$ cat src/rtl/tone_mixer_i2s.sv
// N-voice square-wave tone mixer with pan masks, stepped master volume and an I2S serializer.
// Define AUDIO_VOL_BCD_EN to add the BCD volume display ports vol_ten / vol_uni.
module tone_mixer_i2s #(
   parameter int VOICES     = 4,
   parameter int DIV_W      = 22,
   parameter int SAMPLE_W   = 16,
   parameter int VOL_LEVELS = 16,
   parameter int VOL_RESET  = 8,
   parameter int AMP_STEP   = 2048
) (
   input  logic                            clk,
   input  logic                            rst_n,
   input  logic [VOICES*DIV_W-1:0]         note_div,
   input  logic [VOICES-1:0]               pan_l,
   input  logic [VOICES-1:0]               pan_r,
   input  logic                            vol_up,
   input  logic                            vol_dn,
   output logic [$clog2(VOL_LEVELS)-1:0]   vol_level,
`ifdef AUDIO_VOL_BCD_EN
   output logic [3:0]                      vol_ten,
   output logic [3:0]                      vol_uni,
`endif
   output logic                            audio_mclk,
   output logic                            audio_sck,
   output logic                            audio_lrck,
   output logic                            audio_sdin
);

   localparam int VOL_W = $clog2(VOL_LEVELS);
   localparam int SUM_W = SAMPLE_W + $clog2(VOICES) + 1;
   localparam logic [VOL_W-1:0] VOL_MAX  = VOL_W'(VOL_LEVELS - 1);
   localparam logic [VOL_W-1:0] VOL_INIT = VOL_W'(VOL_RESET);
   localparam logic signed [SUM_W-1:0] SAT_MAX = SUM_W'((1 << (SAMPLE_W - 1)) - 1);
   localparam logic signed [SUM_W-1:0] SAT_MIN = SUM_W'(-(1 << (SAMPLE_W - 1)));
   localparam logic [5:0] SW6 = 6'(SAMPLE_W);

   // ------------------------------------------------------------------
   // Frame counter and derived I2S clocks
   // ------------------------------------------------------------------
   logic [9:0] cnt_reg;
   logic [9:0] cnt_next;

   assign cnt_next = cnt_reg + 10'd1;

   always_ff @(posedge clk) begin
      if (!rst_n) begin
         cnt_reg <= '0;
      end else begin
         cnt_reg <= cnt_next;
      end
   end

   assign audio_mclk = cnt_reg[1];
   assign audio_sck  = cnt_reg[3];
   assign audio_lrck = cnt_reg[9];

   // ------------------------------------------------------------------
   // Master volume
   // ------------------------------------------------------------------
   logic [VOL_W-1:0] vol_level_reg;

   always_ff @(posedge clk) begin
      if (!rst_n) begin
         vol_level_reg <= VOL_INIT;
      end else if (vol_up && !vol_dn && vol_level_reg != VOL_MAX) begin
         vol_level_reg <= vol_level_reg + VOL_W'(1);
      end else if (vol_dn && !vol_up && vol_level_reg != '0) begin
         vol_level_reg <= vol_level_reg - VOL_W'(1);
      end
   end

   assign vol_level = vol_level_reg;

`ifdef AUDIO_VOL_BCD_EN
   logic [3:0] vol_ten_reg;
   logic [3:0] vol_uni_reg;

   always_ff @(posedge clk) begin
      if (!rst_n) begin
         vol_ten_reg <= 4'(VOL_RESET / 10);
         vol_uni_reg <= 4'(VOL_RESET % 10);
      end else begin
         vol_ten_reg <= 4'(int'(vol_level_reg) / 10);
         vol_uni_reg <= 4'(int'(vol_level_reg) % 10);
      end
   end

   assign vol_ten = vol_ten_reg;
   assign vol_uni = vol_uni_reg;
`endif

   // ------------------------------------------------------------------
   // Tone voices
   // ------------------------------------------------------------------
   logic [VOICES-1:0] phase_vec;
   logic [VOICES-1:0] on_vec;

   genvar gi;
   generate
      for (gi = 0; gi < VOICES; gi++) begin : g_voice
         logic [DIV_W-1:0] div_in;
         logic [DIV_W-1:0] div_reg;
         logic [DIV_W-1:0] count_reg;
         logic             phase_reg;

         assign div_in = note_div[gi*DIV_W +: DIV_W];

         // A new divider restarts the voice; dividers below 2 park it silent.
         always_ff @(posedge clk) begin
            if (!rst_n) begin
               div_reg   <= '0;
               count_reg <= '0;
               phase_reg <= 1'b0;
            end else begin
               div_reg <= div_in;
               if (div_in != div_reg || div_reg < DIV_W'(2)) begin
                  count_reg <= '0;
                  phase_reg <= 1'b0;
               end else if (count_reg == div_reg - DIV_W'(1)) begin
                  count_reg <= '0;
                  phase_reg <= ~phase_reg;
               end else begin
                  count_reg <= count_reg + DIV_W'(1);
               end
            end
         end

         assign phase_vec[gi] = phase_reg;
         assign on_vec[gi]    = (div_reg >= DIV_W'(2));
      end
   endgenerate

   // ------------------------------------------------------------------
   // Stereo mixer with saturation
   // ------------------------------------------------------------------
   logic [SUM_W-1:0]        amp;
   logic signed [SUM_W-1:0] amp_s;
   logic signed [SUM_W-1:0] contrib;
   logic signed [SUM_W-1:0] sum_l;
   logic signed [SUM_W-1:0] sum_r;
   logic [SAMPLE_W-1:0]     mix_l_next;
   logic [SAMPLE_W-1:0]     mix_r_next;
   logic [SAMPLE_W-1:0]     mix_l_reg;
   logic [SAMPLE_W-1:0]     mix_r_reg;

   assign amp   = SUM_W'(vol_level_reg) * SUM_W'(AMP_STEP);
   assign amp_s = $signed(amp);

   function automatic logic [SAMPLE_W-1:0] saturate(input logic signed [SUM_W-1:0] s);
      logic signed [SUM_W-1:0] c;
      if (s > SAT_MAX) begin
         c = SAT_MAX;
      end else if (s < SAT_MIN) begin
         c = SAT_MIN;
      end else begin
         c = s;
      end
      return c[SAMPLE_W-1:0];
   endfunction

   always_comb begin
      contrib = '0;
      sum_l   = '0;
      sum_r   = '0;
      for (int v = 0; v < VOICES; v++) begin
         contrib = '0;
         if (on_vec[v]) begin
            contrib = phase_vec[v] ? amp_s : -amp_s;
         end
         if (pan_l[v]) begin
            sum_l = sum_l + contrib;
         end
         if (pan_r[v]) begin
            sum_r = sum_r + contrib;
         end
      end
      mix_l_next = saturate(sum_l);
      mix_r_next = saturate(sum_r);
   end

   always_ff @(posedge clk) begin
      if (!rst_n) begin
         mix_l_reg <= '0;
         mix_r_reg <= '0;
      end else begin
         mix_l_reg <= mix_l_next;
         mix_r_reg <= mix_r_next;
      end
   end

   // ------------------------------------------------------------------
   // Frame sample latch and I2S serializer
   // ------------------------------------------------------------------
   logic [SAMPLE_W-1:0] hold_l_reg;
   logic [SAMPLE_W-1:0] hold_r_reg;
   logic [SAMPLE_W-1:0] slot_word;
   logic [SAMPLE_W-1:0] slot_shift;
   logic [5:0]          period_next;
   logic [5:0]          bit_sel;
   logic                sdin_next;
   logic                sdin_reg;

   always_ff @(posedge clk) begin
      if (!rst_n) begin
         hold_l_reg <= '0;
         hold_r_reg <= '0;
      end else if (cnt_reg == 10'd1023) begin
         hold_l_reg <= mix_l_reg;
         hold_r_reg <= mix_r_reg;
      end
   end

   // The bit is chosen for the sck period about to begin, giving the one-bit I2S delay.
   always_comb begin
      slot_word   = cnt_next[9] ? hold_r_reg : hold_l_reg;
      period_next = {1'b0, cnt_next[8:4]};
      bit_sel     = SW6 - period_next;
      slot_shift  = slot_word >> bit_sel;
      sdin_next   = 1'b0;
      if (period_next != 6'd0 && period_next <= SW6) begin
         sdin_next = slot_shift[0];
      end
   end

   always_ff @(posedge clk) begin
      if (!rst_n) begin
         sdin_reg <= 1'b0;
      end else if (cnt_reg[3:0] == 4'hF) begin
         sdin_reg <= sdin_next;
      end
   end

   assign audio_sdin = sdin_reg;

endmodule

$ cat config.mk
export PLATFORM = sky130hd
export DESIGN_NAME = tone_mixer_i2s
export DESIGN_NICKNAME = d
export VERILOG_FILES = /design/src/rtl/tone_mixer_i2s.sv
export SDC_FILE = /design/constraint.sdc
export NUM_CORES = 1
export LEC_CHECK = 0
export ABC_AREA = 1
export BUFFER_PORTS_ARGS = -buffer_cell sky130_fd_sc_hd__buf_2
export CORE_MARGIN = 3
export CORE_UTILIZATION = 55
export CTS_CLUSTER_SIZE = 20
export DETAILED_ROUTE_END_ITERATION = 10
export PLACE_DENSITY = 0.74
export SYNTH_ARGS = -nofsm -noshare
export SYNTH_HDL_FRONTEND = slang
export SYNTH_SLANG_ARGS = --single-unit
$ cat constraint.sdc
create_clock -name clk -period 5.3 [get_ports clk]
set_input_delay 0.795 -clock clk [delete_from_list [all_inputs] [get_ports clk]]
set_output_delay 0.795 -clock clk [all_outputs]
set_load 0.01 [all_outputs]
==> results of run 1 <==
-- per-stage QoR --
| step | hold slack (ps) | instance area, µm² | setup TNS (ps) | std cells |
|---|---|---|---|---|
| 3_5_place_dp | 448 | 16400 | -141 | 2688 |
| 4_1_cts | 432 | 17200 | 0 | 2733 |
| 5_1_grt | 456 | 17800 | -1870 | 2763 |
| 3_3_place_gp | 434 | 16400 | 0 | 2688 |
| 6_report | 454 | 17800 | 0 | 2764 |
| 2_1_floorplan | 417 | 15400 | 0 | 2218 |
-- power by group --
group	leakage (nW)	internal (mW)	total, mW	switching, mW
clock	0.403	1.02	1.72	0.700
sequential	1.80	1.73	1.79	0.0636
combinational	6.19	0.768	1.87	1.10
-- logic make-up after synthesis --
kind of cell / synth area share, %
and+or+nand+nor: 35.5
buffers and inverters: 9.53
AOI/OAI and AO/OA: 9.90
DFF: 28.5
xor gates and xnor gates: 11.1
adders and majority gates: 5.46
muxes: 0.0731
-- critical path, delay by kind of cell (launching register included) --
family / cells / cell delay, ps
and+or+nand+nor: 25 / 2330
AOI/OAI and AO/OA: 6 / 930
adders and majority gates: 3 / 840
buffers and inverters: 4 / 350
DFF: 1 / 350
xor gates and xnor gates: 1 / 180
-- layout make-up --
class / instances / area share [%]
Antenna cell: 1 / 0.0140
Clock buffer: 34 / 3.92
Clock inverter: 10 / 0.603
Inverter: 341 / 7.18
Multi-Input combinational cell: 1626 / 55.6
Sequential cell: 219 / 24.7
Tap cell: 372 / 2.61
Timing Repair Buffer: 161 / 5.36
-- worst paths after layout --
| path | endpoint | slack (ps) |
|---|---|---|
| min reg2reg | hold_l_reg[14]$_SDFFE_PN0N_ | 460 |
| min | g_voice[2].div_reg[12]$_SDFF_PN0_ | 450 |
| max reg2reg | mix_l_reg[14]$_SDFF_PN0_ | 180 |
| max | mix_l_reg[14]$_SDFF_PN0_ | 180 |
-- what timing repair did --
item / in CTS / in global routing
hold buffers: 0 / 0
setup endpoints to repair: 5 / 12
gates cloned: 0 / 0
gates resized for setup: 4 / 106
buffers inserted: 1 / 30
pin swaps: 2 / 61
hold endpoints to repair: 0 / 0
-- layer usage --
metal  share of wire, %  vias up
met1                 44     6588
li1                   -     7439
met2                 48      366
met4                2.6        0
met5                  0        -
met3                5.3       82
-- placed cells by master, fill, tap and decap left out, types with 9 or more instances in the layout --
cell       count
nor4_1        17
nor3b_1       10
nor2_4        25
o21ai_0       77
a21oi_1       67
inv_1        321
a211oi_1      16
o22ai_1       17
nor2_1       265
xor2_1       122
inv_2         18
nand2_1      434
buf_2        106
clkbuf_16     25
dfxtp_1      206
nand2_2       36
nand4_1       40
dfxtp_2        9
nand3_2       19
nand3_1      100
nor2_2        32
xnor2_1       69
buf_4         54
nor3_2        23
nor3_1        35
or2_2         14
nor3b_2       18
ha_1          46
==> results.ini, run 1 <==
[sta]
finalCriticalPeriod_ps=5120
final-hold-violation-count=0
fin_crit_sh_pct=96.6
slew_violations=0
worst_slack_ps=179
worst_pin_slew_ps=986
rsz0062_at_grt=true
timing.fmax_mhz=195
slew_headroom_pct=33.5
finalSetupViolCount=0
skew_ps=11.5

[layout]
multi_input_area_um2=9910
regArea_um2=4410
nets=2537
fin_util_pct=65.4
layout-area-overhead-vs-synth_pct=15.8
fillers=2406
drive_gt1_share_pct=18.9

[flow_run]
cap_viol_max_count=0

[global_routing]
grt_pass1_wl_um=64300
use_met1_pct=31.6
grt_overflow=0
busiest_layer=met2
grt_max_degree=91
grt_util_met3_pct=4.14
grt_use_met2_pct=44.1
grt_antenna_before_repair=0
gr-usage-all-layers_pct=25.0
grt_pass1_vias=13724

[yosys]
yosys_warnings=0
ys_ff_latch=219
yosysTopAreaCellShare_pct=28.5
synth.most_common_cell=nand2_1
synth.area.top_cells=dfxtp_1, nand2_1, inv_1
synthTopCellsByCount=nand2_1, inv_1, nor2_1, dfxtp_1, xor2_1
synth_edf_count=0
synth_top_area_cell=dfxtp_1
synth.distinct_cells=77
avgSynthCellArea_um2=6.94
syn_inst=2218
synth_area_um2=15400
async_flop_share_pct=0
syn-num-nets=2381
ys_seq_area_share_pct=28.5
synth_top_flop_cell=dfxtp_1

[route]
firstDrtPassIters=5
finalWirelength_um=39600
first_iter_violations=882
routed_via_density=5.24
vias=14475
drc=0
final_antenna_net_count=0
routedWlPerCell_um=14.3

[setup_path]
crit_path_max_incr_delay_ps=350
setup.worst_path.start=g_voice[0].div_reg[5]$_SDFF_PN0_
cp_common_cell=nand2_2
critical_path_class=reg -> reg
critPathCaptureType=flop
critPathRequiredTime_ps=5720
r2r_cells=39
crit_path_start_kind=flop
crit_arrival_ps=5540
slowest_stage=dfxtp_2
worstPathMaxFanout=4
r2r-start=g_voice[0].div_reg[5]$_SDFF_PN0_

[clocking]
tritoncts=done
numCtsBuffers=25
path_clk_slew_ps=60
clock_latency_ps=540
cts-root-buf=clkbuf_16
cts_max_path_buffers=3
cts.sinks=219
htree_levels=1

[floorplanning]
die_w_um=173
start_util_pct=56.5
pin_count=108
rows=60
die-area_um2=30000
core-area_um2=27300
die_y_um=173

[pwr]
total_power_mw=5.38
powerDensity_nw_per_um2=302
ir_drop_mv=0.241
leakage_nw=8.39

[place]
portBuffers=107
gp_congestion=0.927
dpl.hpwl_um=30700
pre_cts_slack_ps=-36.1

[status]
status=finished, final reports clean

[worst_hold_path]
hp-start=note_div[56]
hp-class=in -> reg
holdPathStages=3

Power figures use the tool's default switching activity.
==> run 2, diff against run 1 <==
ABC_AREA = default   (was 1)
SLEW_MARGIN = 20   (was default)
==> results.ini, run 2 <==
[status]
status=finished with violations
violations=negative setup slack

[setup_path]
crit_arrival_ps=6280
worstPathMaxFanout=6
setup.worst_path.start=g_voice[1].div_reg[20]$_SDFF_PN0_
reg2reg_to=mix_l_reg[13]$_SDFF_PN0_
critical_path_class=reg -> reg
critPathRequiredTime_ps=5720
r2r_cells=25
r2r-start=g_voice[1].div_reg[20]$_SDFF_PN0_
crit_end=mix_l_reg[13]$_SDFF_PN0_
r2r_slack_ps=-560
crit_path_start_kind=flop
critPathCaptureType=flop

[clocking]
path_clk_slew_ps=60
tritoncts=done
clock_latency_ps=520
numCtsBuffers=24
cts_max_path_buffers=3
htree_levels=1
cts.sinks=219
cts-root-buf=clkbuf_16

[yosys]
synth.area.top_cells=dfxtp_1, xnor2_1, xor2_1
ys_seq_area_share_pct=29.2
yosysTopAreaCellShare_pct=29.2
synth_edf_count=0
synth_top_flop_cell=dfxtp_1
synth.distinct_cells=96
synth_area_um2=15000
synthTopCellsByCount=nor2_1, dfxtp_1, xnor2_1, xor2_1, nand2_1
synth.most_common_cell=nor2_1
avgSynthCellArea_um2=8.18
synth_top_area_cell=dfxtp_1
syn-num-nets=1997
yosys_warnings=0
async_flop_share_pct=0
syn_inst=1834
ys_ff_latch=219

[layout]
fin_cells=2431
antenna_cells=0
drive_gt1_share_pct=22.1
fillers=2129
final_common_cell=nor2_1
nets=2243
layout-area-overhead-vs-synth_pct=22.5
final_cell_mix=nor2_1, dfxtp_1, buf_4
fin_area_um2=18400

[route]
firstDrtPassIters=5
first_iter_violations=695
drc=0
routedWlPerCell_um=16.6
routed_via_density=5.71
finalWirelength_um=40400
final_antenna_net_count=0
vias=13879

[sta]
timing.fmax_mhz=171
slew_headroom_pct=43.3
finalCriticalPeriod_ps=5860
finalSetupViolCount=12
rsz0062_at_grt=true
fin_crit_sh_pct=111
skew_ps=13.7
final-hold-violation-count=0
hold_ws_ps=432
fin_tns_setup_ps=-5910
slew_violations=0
worst_slack_ps=-564
worst_pin_slew_ps=847

[place]
portBuffers=107
placed_cell_area_um2=17100
dp_cells=2366
gp_congestion=0.899
dpl.hpwl_um=30800

[floorplanning]
core-area_um2=26400
die_y_um=171
die_w_um=171
pin_count=108
die-area_um2=29300
start_util_pct=56.8
rows=59

[pwr]
ir_drop_mv=0.229
total_power_mw=6.82
leakage_nw=7.38
powerDensity_nw_per_um2=371

[global_routing]
grt_pass1_vias=13852
gr-usage-all-layers_pct=27.0
grt_max_degree=62
grt_antenna_before_repair=1
grt_pass1_wl_um=65800
grt_overflow=0

[worst_hold_path]
hp-class=reg -> reg

[flow_run]
cap_viol_max_count=0

==> run 2: changes by cell type after synthesis, sizes merged, moves of 17 or more <==
cell	change
xor2	+23
xnor2	+102
and2	+91
nand3	-58
inv	-285
o21ai	-42
nor2	-97
or3	+17
nor3b	-21
and3	+27
mux2i	+32
clkbuf	+46
nand2	-342
==> run 2: metal layers <==
metal	vias to the layer above	wire length, µm	GRT usage, %
met3	110	2110	4.48
met4	2	1650	11.1
li1	6869	-	-
met5	-	20	0
met1	6514	17300	33.5
met2	384	19300	46.8
==> run 2: worst max-delay path, stage by stage (launching register included) <==
cell	delay, ps
dfxtp_2	310
or4_4	530
or4_4	550
nor2_4	180
buf_4	160
nor3_1	100
ha_2	440
buf_4	140
nor2_2	40
mux2_4	250
nand2_2	80
o31ai_4	60
or2_4	240
ha_4	230
nor2b_4	130
a221oi_2	240
o2111ai_2	170
o211a_1	180
ha_4	230
a21o_1	160
a31o_2	240
xnor2_2	150
o211a_1	230
or2_4	260
xor2_4	170
a32o_1	270
==> run 2: layout make-up <==
cell class | count | area, µm² | area share [%]
multi-input cells | 1479 | 10600 | 57.4
flip-flops and latches | 219 | 4390 | 23.9
repair buffers | 301 | 1990 | 10.8
clock buffers | 34 | 689 | 3.75
well taps | 335 | 419 | 2.28
inverters | 55 | 206 | 1.12
clock inverters | 8 | 144 | 0.783
==> run 2: power breakdown <==
part           total, mW  internal [mW]  leakage [nW]  switching (mW)
Combinational       3.25           1.67          5.17            1.59
Clock               1.77           1.10         0.409           0.675
Sequential          1.79           1.74          1.79          0.0573
==> run 2: kinds of logic (layout without fill, tap and decap cells) <==
logic type	after synthesis	count (layout)	synth area share, %
and+or+nand+nor	788	788	27.1
adders and majority gates	68	68	5.94
AOI/OAI and AO/OA	253	253	11.6
muxes	51	51	3.71
xor gates and xnor gates	319	319	18.8
buffers and inverters	136	398	3.59
DFF	219	219	29.2
==> run 2: worst min-delay path by stage <==
stage / slack (ps) / cells after the start / end / from
3_5_place_dp: 430 / 2 / hold_l_reg[12]$_SDFFE_PN0N_ / mix_l_reg[12]$_SDFF_PN0_
3_3_place_gp: 430 / 2 / hold_l_reg[13]$_SDFFE_PN0N_ / mix_l_reg[13]$_SDFF_PN0_
5_1_grt: 450 / 2 / hold_l_reg[13]$_SDFFE_PN0N_ / mix_l_reg[13]$_SDFF_PN0_
6_report: 430 / 2 / hold_r_reg[12]$_SDFFE_PN0N_ / mix_r_reg[12]$_SDFF_PN0_
4_1_cts: 440 / 2 / hold_r_reg[11]$_SDFFE_PN0N_ / mix_r_reg[11]$_SDFF_PN0_
2_1_floorplan: 420 / 2 / hold_l_reg[12]$_SDFFE_PN0N_ / mix_l_reg[12]$_SDFF_PN0_
==> run 2: repair_timing <==
action | 4_1_cts | 5_1_grt
endpoints found under the setup margin | 12 | 12
endpoints found under the hold margin | 0 | 0
hold buffers | 0 | 0
buffers inserted | 18 | 5
gates resized for setup | 13 | 36
pin swaps | 14 | 14
==> run 2: through the flow <==
step | setup WS [ps] | utilization (%)
floorplan | -374 | -
global placement | -391 | 64.7
detailed placement | -567 | 64.7
CTS | -433 | 68.6
global route | -774 | 69.6
finish | -564 | 69.6
==> run 3, diff against run 2 <==
PLACE_DENSITY = 0.77   (was 0.74)
clock period = 5 ns   (was 5.3 ns; I/O delays follow)
==> results.ini, run 3 (synthesized netlist as in run 2, its figures left out) <==
[sta]
finalSetupViolCount=12
slew_headroom_pct=25.7
worst_pin_slew_ps=1110
timing.fmax_mhz=169
fin_tns_setup_ps=-10130
slew_violations=0
rsz0062_at_grt=true
finalCriticalPeriod_ps=5930
fin_crit_sh_pct=119
final-hold-violation-count=0
skew_ps=26.8
hold_ws_ps=433
worst_slack_ps=-933

[setup_path]
setup.worst_path.start=g_voice[1].div_reg[9]$_SDFF_PN0_
r2r-start=g_voice[1].div_reg[9]$_SDFF_PN0_
crit_end=mix_r_reg[12]$_SDFF_PN0_
reg2reg_to=mix_r_reg[12]$_SDFF_PN0_
worstPathMaxFanout=5
critPathRequiredTime_ps=5400
critPathCaptureType=flop
crit_path_start_kind=flop
crit_arrival_ps=6340
critical_path_class=reg -> reg
r2r_slack_ps=-930
crit_path_max_incr_delay_ps=550
r2r_cells=24
slowest_stage=or4_4
cp_cell_sequence=or4_4 > or4_4 > nor2_4 > nor2_4 > ha_4 > inv_2 > fa_2 > inv_2 > maj3_1 > nand2_1 > o311ai_4 > ha_4 > nand2_1 > o211ai_1 > xnor2_1 > nor2_1 > a21o_1 > ha_1 > o41a_1 > mux2_4 > a311oi_2 > xnor3_2 > a31oi_4 > o21bai_1

[floorplanning]
core-area_um2=26400
die_w_um=171
die-area_um2=29300
pin_count=108
start_util_pct=56.8
rows=59
die_y_um=171

[clocking]
tritoncts=done
cts-root-buf=clkbuf_16
clock_latency_ps=550
path_clk_slew_ps=60
numCtsBuffers=25
cts.sinks=219
htree_levels=1
cts_max_path_buffers=3

[global_routing]
grt_overflow=0
grt_pass1_vias=13691
gr-usage-all-layers_pct=26.9
grt_antenna_before_repair=4
grt_pass1_wl_um=65900
grt_max_degree=107

[layout]
drive_gt1_share_pct=22.3
fin_area_um2=18400
final_cell_mix=nor2_1, dfxtp_1, buf_4
nets=2258
final_common_cell=nor2_1
layout-area-overhead-vs-synth_pct=22.7

[flow_run]
cap_viol_max_count=0

[route]
firstDrtPassIters=5
vias=13962
finalWirelength_um=40100
final_antenna_net_count=0
routed_via_density=5.71
first_iter_violations=803
drc=0
routedWlPerCell_um=16.4

[place]
dpl.hpwl_um=31000
placed_cell_area_um2=17300
gp_congestion=0.945
portBuffers=107
pre_cts_slack_ps=-920

[status]
violations=negative setup slack
status=finished with violations

[worst_hold_path]
hp-class=in -> reg

[pwr]
ir_drop_mv=0.281
powerDensity_nw_per_um2=383
leakage_nw=7.42

run 3: cell types whose count changed in the layout (fill, tap and decap cells not counted), moves of 3 or more:
cell | before | now
nand2_2 | 5 | 2
nand2_1 | 126 | 129
buf_4 | 194 | 206
bufinv_16 | 4 | 1
a21oi_2 | 6 | 10
a21oi_4 | 4 | 1
ha_1 | 42 | 46
run 3: worst max-delay path, delay by kind of cell (launching register included):
kind                     cells  cell delay, ps
multiplexers                 1             320
XOR/XNOR                     2             540
AO/OA/AOI/OAI                7            1560
buffers and inverters        2             100
flip-flops                   1             320
AND/OR/NAND/NOR              7            1650
adder cells (fa/ha/maj)      5            1290
run 3: layer usage:
| metal | global-route usage (%) | routed length (µm) | part of all wire [%] |
|---|---|---|---|
| met5 | 0 | 37 | 0.092 |
| met4 | 7.66 | 1230 | 3.1 |
| met3 | 3.56 | 1950 | 4.9 |
| met2 | 47.0 | 19400 | 48 |
| met1 | 34.8 | 17400 | 44 |
run 3: area by class of cell:
class	instances	area [µm²]
sequential	219	4390
fill	2098	8020
multi-input combinational	1479	10500
inverter	55	206
clock buffer	35	713
antenna	1	2.50
timing repair buffer	315	2110
clock inverter	8	88.8
tap	335	419
run 3: what timing repair did:
action / CTS / global route
setup buffers: 12 / 2
endpoints found under the setup margin: 12 / 12
hold buffers: 0 / 0
endpoints found under the hold margin: 0 / 0
resized for setup: 22 / 17
pin swaps: 18 / 18
run 3: where the power goes:
group / internal, mW / leakage (nW) / total (mW) / switching [mW]
clock network: 1.05 / 0.390 / 1.78 / 0.731
logic: 1.72 / 5.23 / 3.38 / 1.66
registers: 1.84 / 1.79 / 1.89 / 0.0547
total: 4.61 / 7.42 / 7.05 / 2.44
run 3: worst min-delay path by stage:
stage	startpoint	to	cells after the start
3_3_place_gp	mix_l_reg[10]$_SDFF_PN0_	hold_l_reg[10]$_SDFFE_PN0N_	2
4_1_cts	note_div[61]	g_voice[2].div_reg[17]$_SDFF_PN0_	2
3_5_place_dp	mix_l_reg[11]$_SDFF_PN0_	hold_l_reg[11]$_SDFFE_PN0N_	2
2_1_floorplan	mix_l_reg[12]$_SDFF_PN0_	hold_l_reg[12]$_SDFFE_PN0N_	2
5_1_grt	note_div[61]	g_voice[2].div_reg[17]$_SDFF_PN0_	2
6_report	note_div[61]	g_voice[2].div_reg[17]$_SDFF_PN0_	2
run 3: through the flow:
step	power (mW)	util (%)	instances
floorplan	3.88	-	1834
global placement	4.84	65.4	2389
detailed placement	4.95	65.4	2389
CTS	6.92	69.2	2444
global route	7.47	69.7	2447
finish	7.05	69.7	2447
